==> config.mk <==
export PLATFORM = sky130hd
export DESIGN_NAME = jlsemi_util_smic_efuse_loader
export DESIGN_NICKNAME = d
export VERILOG_FILES = /design/src/rtl/jlsemi_util_smic_efuse_loader.sv
export SDC_FILE = /design/constraint.sdc
export NUM_CORES = 1
export LEC_CHECK = 0
export ABC_AREA = 1
export ABC_CLOCK_PERIOD_IN_PS = 4070
export CORE_ASPECT_RATIO = 1.25
export CORE_MARGIN = 2
export CORE_UTILIZATION = 40
export DETAILED_ROUTE_END_ITERATION = 8
export GPL_TIMING_DRIVEN = 0
export PLACE_DENSITY_LB_ADDON = 0.12
export SYNTH_ARGS = -nofsm -noshare
export SYNTH_HDL_FRONTEND = slang
export SYNTH_SLANG_ARGS = --single-unit
export TNS_END_PERCENT = 50
==> constraint.sdc <==
create_clock -name clk -period 4.07 [get_ports clk]
set_input_delay 0.6105 -clock clk [delete_from_list [all_inputs] [get_ports clk]]
set_output_delay 0.6105 -clock clk [all_outputs]
set_load 0.005 [all_outputs]
==> src/rtl/jlsemi_util_smic_efuse_loader.sv <==
// Sequencer in front of the SMIC eFuse adapter: autoloads every word into a shadow bank after reset,
// then serves software read/program requests, re-reading programmed words to check the burn.
module jlsemi_util_smic_efuse_loader #(
  parameter int          ADDR_WIDTH = 6,
  parameter int          NUM_WORDS  = 16,
  parameter logic [15:0] TIMEOUT    = 16'hFFFF
) (
  input  logic                    clk,
  input  logic                    rstn,
  input  logic                    reload,
  input  logic                    sw_req,
  input  logic                    sw_write,
  input  logic [ADDR_WIDTH-1:0]   sw_addr,
  input  logic [15:0]             sw_wdata,
  output logic                    sw_busy,
  output logic                    sw_done,
  output logic [15:0]             sw_rdata,
  output logic                    sw_err,
  output logic                    load_done,
  output logic                    tmo_err,
  output logic [NUM_WORDS*16-1:0] shadow_data,
  output logic                    efuse_en,
  output logic                    write_en,
  output logic [ADDR_WIDTH-1:0]   addr,
  output logic [15:0]             wdata,
  input  logic [15:0]             rdata,
  input  logic                    rdata_vld,
  input  logic                    ready
);

  typedef enum logic [2:0] {
    IDLE, AL_REQ, AL_WAIT, SW_REQ, SW_WAIT, VF_REQ, VF_WAIT, DONE
  } state_t;

  localparam logic [ADDR_WIDTH-1:0] LAST_WORD = ADDR_WIDTH'(NUM_WORDS - 1);
  localparam logic [ADDR_WIDTH:0]   NW_EXT    = (ADDR_WIDTH + 1)'(NUM_WORDS);

  state_t                state_q, state_d;
  logic [ADDR_WIDTH-1:0] cnt_q;
  logic                  req_write_q;
  logic [ADDR_WIDTH-1:0] req_addr_q;
  logic [15:0]           req_wdata_q;
  logic [15:0]           buf_q, buf_nxt;
  logic [15:0]           pre_q;
  logic                  pre_seen_q;
  logic [15:0]           tmo_cnt_q;
  logic                  reload_pend_q;

  logic                  take_reload, oor, is_wait, last_word, accept;
  logic                  efuse_en_d, write_en_d;
  logic [ADDR_WIDTH-1:0] addr_d;
  logic [15:0]           wdata_d;
  logic                  shadow_we;
  logic [ADDR_WIDTH-1:0] shadow_waddr;

  // A word that arrives in the same cycle as ready must still land in the shadow bank.
  assign buf_nxt     = rdata_vld ? rdata : buf_q;
  assign take_reload = reload | reload_pend_q;
  assign oor         = ({1'b0, req_addr_q} >= NW_EXT);
  assign last_word   = (cnt_q == LAST_WORD);
  assign is_wait     = (state_q == AL_WAIT) || (state_q == SW_WAIT) || (state_q == VF_WAIT);
  assign accept      = (state_q == IDLE) && (state_d == SW_REQ);

  always_ff @(posedge clk or negedge rstn) begin
    if (!rstn) state_q <= AL_REQ;
    else       state_q <= state_d;
  end

  always_comb begin
    state_d = state_q;
    case (state_q)
      IDLE: begin
        if (take_reload)             state_d = AL_REQ;
        else if (sw_req && load_done) state_d = SW_REQ;
      end
      AL_REQ:  state_d = AL_WAIT;
      AL_WAIT: if (ready) state_d = last_word ? IDLE : AL_REQ;
      SW_REQ:  state_d = oor ? DONE : SW_WAIT;
      SW_WAIT: if (ready) state_d = req_write_q ? VF_REQ : DONE;
      VF_REQ:  state_d = VF_WAIT;
      VF_WAIT: if (ready) state_d = DONE;
      DONE:    state_d = IDLE;
      default: state_d = IDLE;
    endcase
  end

  always_comb begin
    efuse_en_d = 1'b0;
    write_en_d = write_en;
    addr_d     = addr;
    wdata_d    = wdata;
    case (state_q)
      AL_REQ: begin
        efuse_en_d = 1'b1;
        write_en_d = 1'b0;
        addr_d     = cnt_q;
        wdata_d    = 16'h0000;
      end
      SW_REQ: if (!oor) begin
        efuse_en_d = 1'b1;
        write_en_d = req_write_q;
        addr_d     = req_addr_q;
        wdata_d    = req_write_q ? req_wdata_q : 16'h0000;
      end
      VF_REQ: begin
        efuse_en_d = 1'b1;
        write_en_d = 1'b0;
        addr_d     = req_addr_q;
        wdata_d    = 16'h0000;
      end
      AL_WAIT, SW_WAIT, VF_WAIT: if (ready) begin
        write_en_d = 1'b0;
        addr_d     = '0;
        wdata_d    = 16'h0000;
      end
      default: ;
    endcase
    shadow_we    = ready && ((state_q == AL_WAIT) || (state_q == VF_WAIT) ||
                             ((state_q == SW_WAIT) && !req_write_q));
    shadow_waddr = (state_q == AL_WAIT) ? cnt_q : req_addr_q;
  end

  always_ff @(posedge clk or negedge rstn) begin
    if (!rstn) begin
      efuse_en      <= 1'b0;
      write_en      <= 1'b0;
      addr          <= '0;
      wdata         <= 16'h0000;
      cnt_q         <= '0;
      req_write_q   <= 1'b0;
      req_addr_q    <= '0;
      req_wdata_q   <= 16'h0000;
      buf_q         <= 16'h0000;
      pre_q         <= 16'h0000;
      pre_seen_q    <= 1'b0;
      tmo_cnt_q     <= 16'h0000;
      reload_pend_q <= 1'b0;
      sw_busy       <= 1'b0;
      sw_done       <= 1'b0;
      sw_rdata      <= 16'h0000;
      sw_err        <= 1'b0;
      load_done     <= 1'b0;
      tmo_err       <= 1'b0;
      shadow_data   <= '0;
    end else begin
      efuse_en <= efuse_en_d;
      write_en <= write_en_d;
      addr     <= addr_d;
      wdata    <= wdata_d;
      buf_q    <= buf_nxt;
      sw_done  <= (state_d == DONE);

      // Reloads seen mid-operation wait for the next IDLE visit.
      if (state_q == IDLE)  reload_pend_q <= 1'b0;
      else if (reload)      reload_pend_q <= 1'b1;

      if (state_q == IDLE && take_reload) begin
        cnt_q     <= '0;
        load_done <= 1'b0;
        tmo_err   <= 1'b0;
      end

      if (accept) begin
        req_write_q <= sw_write;
        req_addr_q  <= sw_addr;
        req_wdata_q <= sw_wdata;
        sw_busy     <= 1'b1;
      end
      if (state_q == DONE) sw_busy <= 1'b0;

      if (state_q == AL_REQ || state_q == SW_REQ || state_q == VF_REQ) begin
        tmo_cnt_q <= 16'h0000;
      end else if (is_wait && tmo_cnt_q != TIMEOUT) begin
        tmo_cnt_q <= tmo_cnt_q + 16'd1;
        if ((tmo_cnt_q + 16'd1) == TIMEOUT) tmo_err <= 1'b1;
      end

      // The first word returned during a program access is the pre-burn image.
      if (state_q == SW_REQ) begin
        pre_q      <= 16'h0000;
        pre_seen_q <= 1'b0;
      end else if (state_q == SW_WAIT && rdata_vld && !pre_seen_q) begin
        pre_q      <= rdata;
        pre_seen_q <= 1'b1;
      end

      if (state_q == AL_WAIT && ready) begin
        if (last_word) load_done <= 1'b1;
        else           cnt_q     <= cnt_q + 1'b1;
      end

      if (state_q == SW_REQ && oor) sw_err <= 1'b1;
      if (state_q == SW_WAIT && ready && !req_write_q) begin
        sw_rdata <= buf_nxt;
        sw_err   <= 1'b0;
      end
      if (state_q == VF_WAIT && ready) begin
        sw_rdata <= buf_nxt;
        sw_err   <= (buf_nxt != (pre_q | req_wdata_q));
      end

      for (int i = 0; i < NUM_WORDS; i++) begin
        if (shadow_we && shadow_waddr == ADDR_WIDTH'(i)) shadow_data[16*i +: 16] <= buf_nxt;
      end
    end
  end

endmodule

# [Word-level counts from Yosys, hierarchy flattened]
# Index checks and enable logic that the tools add are counted.
[word_totals] mem_bits_ro=0 mem_count=0 ram_bits=0 out_inout_bits=301 latch_bits=0 wordCells=170 regBits=383
[classes] magnitude_cmp=1 n_mul=0 n_addsub=2 n_reduce_logical=51 muxes=48 bitwise=2 n_eq_ne=30 n_shift=0 div_mod_pow=0
[op_table] operator="two-way mux 16 bit" n=10
[op_table] operator="equality test 6 x 4 -> 1 bit, second input constant" n=9
[op_table] operator="case mux 16 bit (3 select lines)" n=1
[op_table] operator="two-way mux 6 bit" n=6
[op_table] operator="logical AND 1 bit" n=29
[op_table] operator="equality test 6 x 3 -> 1 bit, second input constant" n=4
[op_table] operator="case mux 3 bit (8 select lines)" n=1
[op_table] operator="case mux 6 bit (4 select lines)" n=1
[op_table] operator="two-way mux 1 bit" n=20
[op_table] operator="adder 16 x 1 -> 16 bit, second input constant" n=1
[op_table] operator="equality test 16 bit, second input constant" n=1
[op_table] operator="!= test 16 bit" n=1
[op_table] operator="!= test 16 bit, second input constant" n=1
[op_table] operator="OR 16 bit" n=1
[op_table] operator="equality test 3 bit, second input constant" n=5
[op_table] operator="two-way mux 3 bit" n=5
[op_table] operator="equality test 6 x 2 -> 1 bit, second input constant" n=2
[op_table] operator="nonzero test 2 bit" n=5
[op_table] operator="equality test 3 x 2 -> 1 bit, second input constant" n=3
[op_table] operator="adder 6 x 1 -> 6 bit, second input constant" n=1
[op_table] operator="equality test 6 x 1 -> 1 bit, second input constant" n=1
[op_table] operator=">= comparator 6 x 5 -> 1 bit, second input constant" n=1
[op_table] operator="zero test 6 bit" n=1
[op_table] operator="logical OR 1 bit" n=6
[op_table] operator="other kinds (13)" n=18

# [Longest topological paths before layout]
# Gate-level depths: netlist (run 1).
[depth] ltp_word=8 depth_mapped=13 ltp_nobuf=12

# [Worst setup path before layout (run 1)]
# No wires, ideal clock.
[synth_path] kind="input -> register" start="input port rdata_vld" end="register sw_err" stages=12 slack_ps=2140 t_arrival_ps=1809 n_path_buf=2 setup_time_ps=120 cell_sequence="buf_2 buf_2 o21ai_1 inv_1 nand2_1 nand2_1 nor2_1 nand2_1 nor2_1 nand2_1 nand2_1 nand2_1"
[synth_between] elab_chain_len=3
[synth_rtl] item="start, declared" line="27" text="input logic rdata_vld,"
[synth_rtl] item="two-way mux 16 bit" line="57" text="assign buf_nxt = rdata_vld ? rdata : buf_q;"
[synth_rtl] item="named net buf_nxt[12]" line="43" text="logic [15:0] buf_q, buf_nxt;"
[synth_rtl] item="!= test 16 bit" line="199" text="sw_err <= (buf_nxt != (pre_q | req_wdata_q));"
[synth_rtl] item="two-way mux 1 bit" line="197" text="if (state_q == VF_WAIT && ready) begin"
[synth_rtl] item="end signal, assigned" line="199"
[synth_rtl] item="end, declared" line="18" text="output logic sw_err,"
# The timed path passes the listed nets, and every way through them passes these cells.
# A chain may end at the register's enable or synchronous reset.

# [Final worst setup path (run 1)]
[layout_path] start="register tmo_cnt_q[0]" end="register tmo_cnt_q[15]"
[layout_between] elab_chain_len=3 word_cells_on_any_way=6 classes_between="1 x add/sub; 1 x eq/ne; 2 x mux; 2 x reduce/logical"
[layout_rtl] item="start, declared" line="46" text="logic [15:0] tmo_cnt_q;"
[layout_rtl] item="start signal, assigned" line="174" text="tmo_cnt_q <= tmo_cnt_q + 16'd1;"
[layout_rtl] item="adder 16 x 1 -> 16 bit or != test 16 bit (tied branches)" line="174, 173"
[layout_rtl] item="two-way mux 16 bit or logical AND 1 bit (tied branches)" line="173" text="end else if (is_wait && tmo_cnt_q != TIMEOUT) begin"
[layout_rtl] item="two-way mux 16 bit or nonzero test 2 bit (tied branches)"
# Parallel ways exist; a longest one is shown, timed or not. The select of a mux whose other input is x is not followed.

==> flow_metrics.py, run 1 <==
metrics = {
    "detailed_routing": {
        "vias_per_cell": 5.03,
        "postRouteAntennaNets": 0,
        "drc": 0,
        "wl_mm": 48.2,
        "drt_iter0_markers": 1086,
        "wl_per_cell_um": 19.0,
        "num_vias": 12749,
        "first_pass_iters": 5,
    },
    "job": {
        "max_cap_viol_count": 0,
    },
    "floorplanning": {
        "die_area_sq_mm": 0.0395,
        "ios": 346,
        "fp.dieH_um": 222,
        "row_count": 79,
        "coreArea_sq_mm": 0.0373,
        "die_x_um": 178,
        "start_util": 0.407,
    },
    "layout": {
        "postLayoutCellArea_sq_mm": 0.0206,
        "layout-drive-gt1-share": 0.0581,
        "nets": 2074,
        "nFillCells": 3393,
        "area_growth_pct": 35.6,
    },
    "worst_setup_path": {
        "cp-end-kind": "flip-flop",
        "arrival_ns": 2.95,
        "crit_fanout": 10,
        "critPathRequiredTime_ns": 4.47,
        "critical_path_class": "reg -> reg",
        "cp-start-kind": "flip-flop",
    },
    "logic_synthesis": {
        "yosysWarnings": 0,
        "syn_area_per_cell_sq_um": 9.26,
        "yosysUniqueCellTypes": 34,
        "async_flop_share": 1.00,
        "ys_seq_elements": 383,
        "seq_area_frac_synth": 0.633,
        "synth_xor_area_frac": 0.00867,
        "synth_top_family_by_area": "simple AND/OR/NAND/NOR gates",
        "yosys.area_share.adder": 0.00248,
        "ys_dominant_reg_cell": "dfrtp_1",
        "synth.net_count": 1685,
        "synth_compound_area_frac": 0.126,
        "synthCells": 1637,
        "yosys.area_share.simple": 0.172,
        "synthMuxAreaShare": 0,
        "netlist_area_sq_mm": 0.0152,
        "synth_edf_count": 0,
    },
    "global_routing": {
        "grt_pass1_vias": 12230,
        "grt_max_degree": 122,
        "overflow": 0,
        "antenna_found_initial": 1,
        "grt_use_total": 0.244,
        "grt_pass1_wl_mm": 73.4,
    },
    "clock_tree": {
        "h-tree-depth": 2,
        "cts_max_path_buffers": 3,
        "cts-root-buf": "clkbuf_16",
        "cts-buffers-inserted": 40,
        "path_clk_slew_ns": 0.06,
        "cts_resized": 0,
        "clock_latency_ns": 0.53,
        "tritoncts": "yes",
        "ctsHoldBuffers": 0,
        "cts.sinks": 383,
        "cts_post_setup_buffers_inserted": 0,
    },
    "place": {
        "place_area_sq_mm": 0.0193,
        "place_congestion": 0.856,
        "port_buffers": 344,
        "dp_hpwl_mm": 35.5,
    },
    "pwr": {
        "p_comb_frac": 0.353,
        "switchingPower_mw": 4.79,
        "vdd_drop_max_mv": 0.450,
        "cellPowerDensity_mw_per_mm2": 695,
        "seqPwrFrac": 0.399,
        "power.internal_mw": 9.50,
        "leakagePower_nw": 9.46,
        "clock_power_share": 0.248,
        "p_sw_frac": 0.335,
    },
    "sta": {
        "hold_violations": 0,
        "timing.fmax_ghz": 0.391,
        "skew_ns": 0.0137,
        "finalSetupViolCount": 0,
        "tightest_slew_ns": 0.990,
        "whs_ns": 0.0112,
        "drv_slew": 0,
        "rsz0062_at_grt": "false",
        "period_share": 0.628,
        "period_minus_slack_ns": 2.55,
        "slew_headroom": 0.340,
    },
    "outcome": {
        "status": "completed",
    },
    "worst_hold_path": {
        "min_path_type": "in -> async",
    },
}
logic make-up after synthesis:
family,count (synthesis)
XOR/XNOR,15
AO/OA/AOI/OAI,370
buffers and inverters,226
AND/OR/NAND/NOR,640
adder cells (fa/ha/maj),3
flip-flops,383
per-layer routing:
metal  vias to the layer above  track usage  wire, um
li1                       6071            -         -
met1                      6160        0.316     19600
met2                       444        0.410     23600
met3                        74       0.0444      3410
met4                         0       0.0833      1570
met5                         -            0         0
Yosys cell counts (2+ instances only):
library cell / instances / area share
o21ai_0: 224 / 0.074
nand3_1: 40 / 0.013
nor2_1: 45 / 0.011
buf_1: 2 / 0.00050
buf_2: 33 / 0.011
nand3_2: 2 / 0.0013
o22ai_1: 14 / 0.0058
xor2_1: 14 / 0.0081
a21oi_1: 3 / 0.00099
nand2_2: 2 / 0.00083
o31ai_1: 2 / 0.00099
o21ai_2: 2 / 0.0012
nor2_2: 3 / 0.0012
inv_1: 133 / 0.033
nand4_1: 30 / 0.012
dfrtp_1: 382 / 0.63
o21ai_1: 121 / 0.040
clkbuf_1: 49 / 0.012
nand2_1: 509 / 0.13
clkbuf_2: 2 / 0.00066
ha_1: 3 / 0.0025
nor3_1: 3 / 0.00099
nor3_2: 2 / 0.0013
inv_2: 7 / 0.0017
cell usage in the layout (no fill, tap or decap), types with 2 or more instances in the layout:
cell type	count
nor3_1	3
nand3_1	40
clkinv_2	2
ha_1	3
nand3_2	2
xor2_1	14
o22ai_1	14
inv_2	7
buf_16	3
o21ai_2	2
o31ai_1	2
buf_2	33
o21ai_0	224
clkbuf_2	2
o21ai_1	121
a21oi_1	3
dfrtp_1	382
inv_1	133
clkdlybuf4s50_1	343
clkbuf_8	11
clkbuf_1	58
nand2_1	509
clkbuf_16	41
nor2_1	45
nor2_2	3
nand4_1	30
nor3_2	2
nand2_2	2
buf_1	2
sequential cells by signal (all words and copies together) (netlist names), 6 cells and up:
register     flops
buf_q           16
wdata           16
tmo_cnt_q       16
shadow_data    256
cnt_q            6
pre_q           16
sw_rdata        16
req_addr_q       6
req_wdata_q     16
addr             6
worst max-delay path, cell delays in order (launching register included):
cell	delay, ns
dfrtp_1	0.42
ha_1	0.23
nand2_1	0.17
nor2_1	0.14
nand2_1	0.11
nor2_1	0.06
nor2_1	0.49
inv_2	0.22
nand2_1	0.20
buf_2	0.28
o22ai_1	0.11
power by group through the flow:
| stage | registers [mW] | logic (mW) | clock network (mW) |
|---|---|---|---|
| after floorplan | 5.70 | 2.06 | 0 |
| after global placement | 5.74 | 4.99 | 0 |
| after detailed placement | 5.75 | 5.08 | 0 |
| after CTS | 5.70 | 5.10 | 3.61 |
| after global routing | 5.84 | 5.57 | 3.77 |
| final | 5.70 | 5.04 | 3.55 |
worst paths after layout:
check                                                start                           to  slack, ns  cells past startpoint
worst max-delay path              tmo_cnt_q[0]$_DFFE_PN0P_    tmo_cnt_q[15]$_DFFE_PN0P_       1.52                     10
min in group clk                req_wdata_q[5]$_DFFE_PN0P_   req_wdata_q[5]$_DFFE_PN0P_       0.47                      2
worst min-delay path                                  rstn  shadow_data[21]$_DFFE_PN0P_       0.01                      1
worst min register to register  req_wdata_q[5]$_DFFE_PN0P_   req_wdata_q[5]$_DFFE_PN0P_       0.47                      2
worst max register to register    tmo_cnt_q[0]$_DFFE_PN0P_    tmo_cnt_q[15]$_DFFE_PN0P_       1.52                     10
max in group asynchronous                             rstn     tmo_cnt_q[1]$_DFFE_PN0P_       2.70                      3
final cells by class:
class / instances / area, sq um / area share
inverter: 140 / 526 / 0.0256
clock buffer: 61 / 1210 / 0.0589
clock inverter: 4 / 47.5 / 0.00231
buffer: 86 / 367 / 0.0178
multi-input combinational: 1028 / 4670 / 0.227
tap: 486 / 608 / 0.0296
antenna: 1 / 2.50 / 0.000122
timing repair buffer: 347 / 3530 / 0.172
sequential: 383 / 9590 / 0.466
metrics by stage:
step / util / TNS, ns / worst slack [ns] / power [mW] / instances
final: 0.551 / 0 / 1.52 / 14.3 / 2536
after global routing: 0.551 / 0 / 1.35 / 15.2 / 2536
after CTS: 0.551 / 0 / 1.56 / 14.4 / 2535
after detailed placement: 0.518 / 0 / 1.12 / 10.8 / 2470
after global placement: 0.515 / -5497.47 / -14.40 / 10.7 / 2467
after floorplan: - / 0 / 2.14 / 7.76 / 1637
No activity file was read; power rests on OpenSTA's default activity.
==> run 2: changes to the inputs <==
- ABC_CLOCK_PERIOD_IN_PS: 4070 -> 2200
- clock period: 4.07 -> 2.2 ns (I/O delays scaled with it)
==> flow_metrics.py, run 2 (same netlist as run 1, synthesis figures left out) <==
metrics = {
    "outcome": {
        "status": "completed",
    },
    "layout": {
        "largest_reg_flops": 256,
        "layoutNonFillerInstCount": 2551,
        "nets": 2089,
        "nFillCells": 3360,
        "layout-drive-gt1-share": 0.0954,
        "post-route-util": 0.563,
        "final_cell_mix": "495 x nand2_1, 380 x dfrtp_1, 343 x clkdlybuf4s50_1, 214 x o21ai_0, 131 x inv_1",
        "layout_commonest_cell": "nand2_1",
        "area_growth_pct": 38.6,
        "top_register": "shadow_data",
    },
    "global_routing": {
        "grt_use_total": 0.245,
        "grt_pass1_wl_mm": 73.7,
        "overflow": 0,
        "antenna_found_initial": 1,
        "grt_max_degree": 122,
        "grt_pass1_vias": 12286,
    },
    "place": {
        "post-place-ws_ns": -0.474,
        "port_buffers": 344,
        "dpl.cell_count": 2470,
        "dp_hpwl_mm": 35.5,
        "place_congestion": 0.856,
    },
    "sta": {
        "timing.setup.tns_ns": 0,
        "skew_ns": 0.0148,
        "period_minus_slack_ns": 2.13,
        "tightest_slew_ns": 1.04,
        "finalSetupViolCount": 0,
        "fin_ws_ns": 0.0655,
        "rsz0062_at_grt": "true",
        "hold_violations": 0,
        "drv_slew": 0,
        "slew_headroom": 0.307,
        "period_share": 0.970,
        "timing.fmax_ghz": 0.468,
    },
    "detailed_routing": {
        "wl_mm": 48.6,
        "first_pass_iters": 5,
        "dr_wl_met2_mm": 23.8,
        "postRouteAntennaNets": 0,
        "wl_met1_mm": 19.9,
        "vias_per_cell": 5.03,
        "num_vias": 12843,
        "wl_per_cell_um": 19.1,
        "drt_iter0_markers": 950,
        "drc": 0,
        "top_layer": "met4",
        "met3_length_mm": 3.32,
    },
    "pwr": {
        "power_mw": 27.1,
        "vdd_drop_max_mv": 0.845,
        "leakagePower_nw": 9.68,
        "cellPowerDensity_mw_per_mm2": 1290,
    },
    "worst_setup_path": {
        "arrival_ns": 2.51,
        "critPathRequiredTime_ns": 2.57,
        "critical_path_class": "reg -> reg",
        "cp-start-kind": "flip-flop",
        "slowest_delay_ns": 0.73,
        "path_cells": "o21ai_1 > clkbuf_1 > o21ai_0",
        "crit_fanout": 10,
        "cp-end-kind": "flip-flop",
        "critPathSlowestCell": "clkbuf_1",
    },
    "clock_tree": {
        "path_clk_slew_ns": 0.06,
        "cts-buffers-inserted": 40,
        "cts-root-buf": "clkbuf_16",
        "clock_latency_ns": 0.53,
        "tritoncts": "yes",
        "cts.sinks": 383,
        "cts_max_path_buffers": 3,
        "h-tree-depth": 2,
    },
    "floorplanning": {
        "coreArea_sq_mm": 0.0373,
        "row_count": 79,
        "die_area_sq_mm": 0.0395,
        "ios": 346,
        "fp.dieH_um": 222,
        "start_util": 0.407,
        "die_x_um": 178,
    },
    "job": {
        "max_cap_viol_count": 0,
    },
    "worst_hold_path": {
        "min_path_type": "in -> reg",
    },
}
## run 2: changes by cell type in the layout (fill, tap and decap cells not counted), sizes merged
cell,change
buf,+23
clkdlybuf4s15,+1
dlygate4sd3,+1
clkbuf,-10
## run 2: area by class of cell
type | count | area [sq um] | share of cell area
Antenna cell | 1 | 2.50 | 0.000119
Tap cell | 486 | 608 | 0.0290
Buffer | 86 | 483 | 0.0230
Clock inverter | 4 | 47.5 | 0.00226
Multi-Input combinational cell | 1028 | 4870 | 0.232
Timing Repair Buffer | 362 | 3650 | 0.174
Sequential cell | 383 | 9590 | 0.457
Inverter | 140 | 528 | 0.0252
Clock buffer | 61 | 1210 | 0.0577
## run 2: where the power goes
group	switching, mW	internal, mW
clock network	2.69	3.88
registers	1.35	9.22
logic	5.13	4.80
total	9.17	17.9
## run 2: per-layer routing
layer / global-route usage / vias up
met4: 0.0867 / 0
met1: 0.317 / 6232
met3: 0.0442 / 74
li1: - / 6097
met5: 0 / -
met2: 0.411 / 440
## run 2: what timing repair did
| item | 4_1_cts | 5_1_grt |
|---|---|---|
| hold endpoints to repair | 56 | 0 |
| endpoints found under the setup margin | 268 | 319 |
| gates cloned | 0 | 0 |
| hold buffers | 1 | 0 |
| pin swaps | 2 | 8 |
| gates resized for setup | 55 | 100 |
| buffers inserted | 4 | 10 |
## run 2: worst max-delay path: cells and delay by family (launching register included)
| family | cells | cell delay (ns) |
|---|---|---|
| flops | 1 | 0.38 |
| compound gates | 2 | 0.87 |
| buf+inv | 1 | 0.73 |
## run 2: metrics by stage
step / hold slack [ns] / area, sq um
after floorplan: 0.0344 / 15200
after global placement: 0.454 / 19200
after detailed placement: 0.303 / 19300
after CTS: 0.225 / 20700
after global routing: 0.259 / 21000
final: 0.243 / 21000
## run 2: final timing paths
| kind | from | to | slack (ns) | cells after the start |
|---|---|---|---|---|
| hold reg to reg | req_wdata_q[5]$_DFFE_PN0P_ | req_wdata_q[5]$_DFFE_PN0P_ | 0.47 | 2 |
| setup / recovery | buf_q[4]$_DFF_PN0_ | sw_rdata[4]$_DFFE_PN0P_ | 0.07 | 3 |
| setup reg to reg | buf_q[4]$_DFF_PN0_ | sw_rdata[4]$_DFFE_PN0P_ | 0.07 | 3 |
| hold / removal | rdata_vld | buf_q[7]$_DFF_PN0_ | 0.24 | 3 |
| min in group asynchronous | rstn | shadow_data[21]$_DFFE_PN0P_ | 0.32 | 2 |
| max in group asynchronous | rstn | tmo_cnt_q[0]$_DFFE_PN0P_ | 0.49 | 4 |
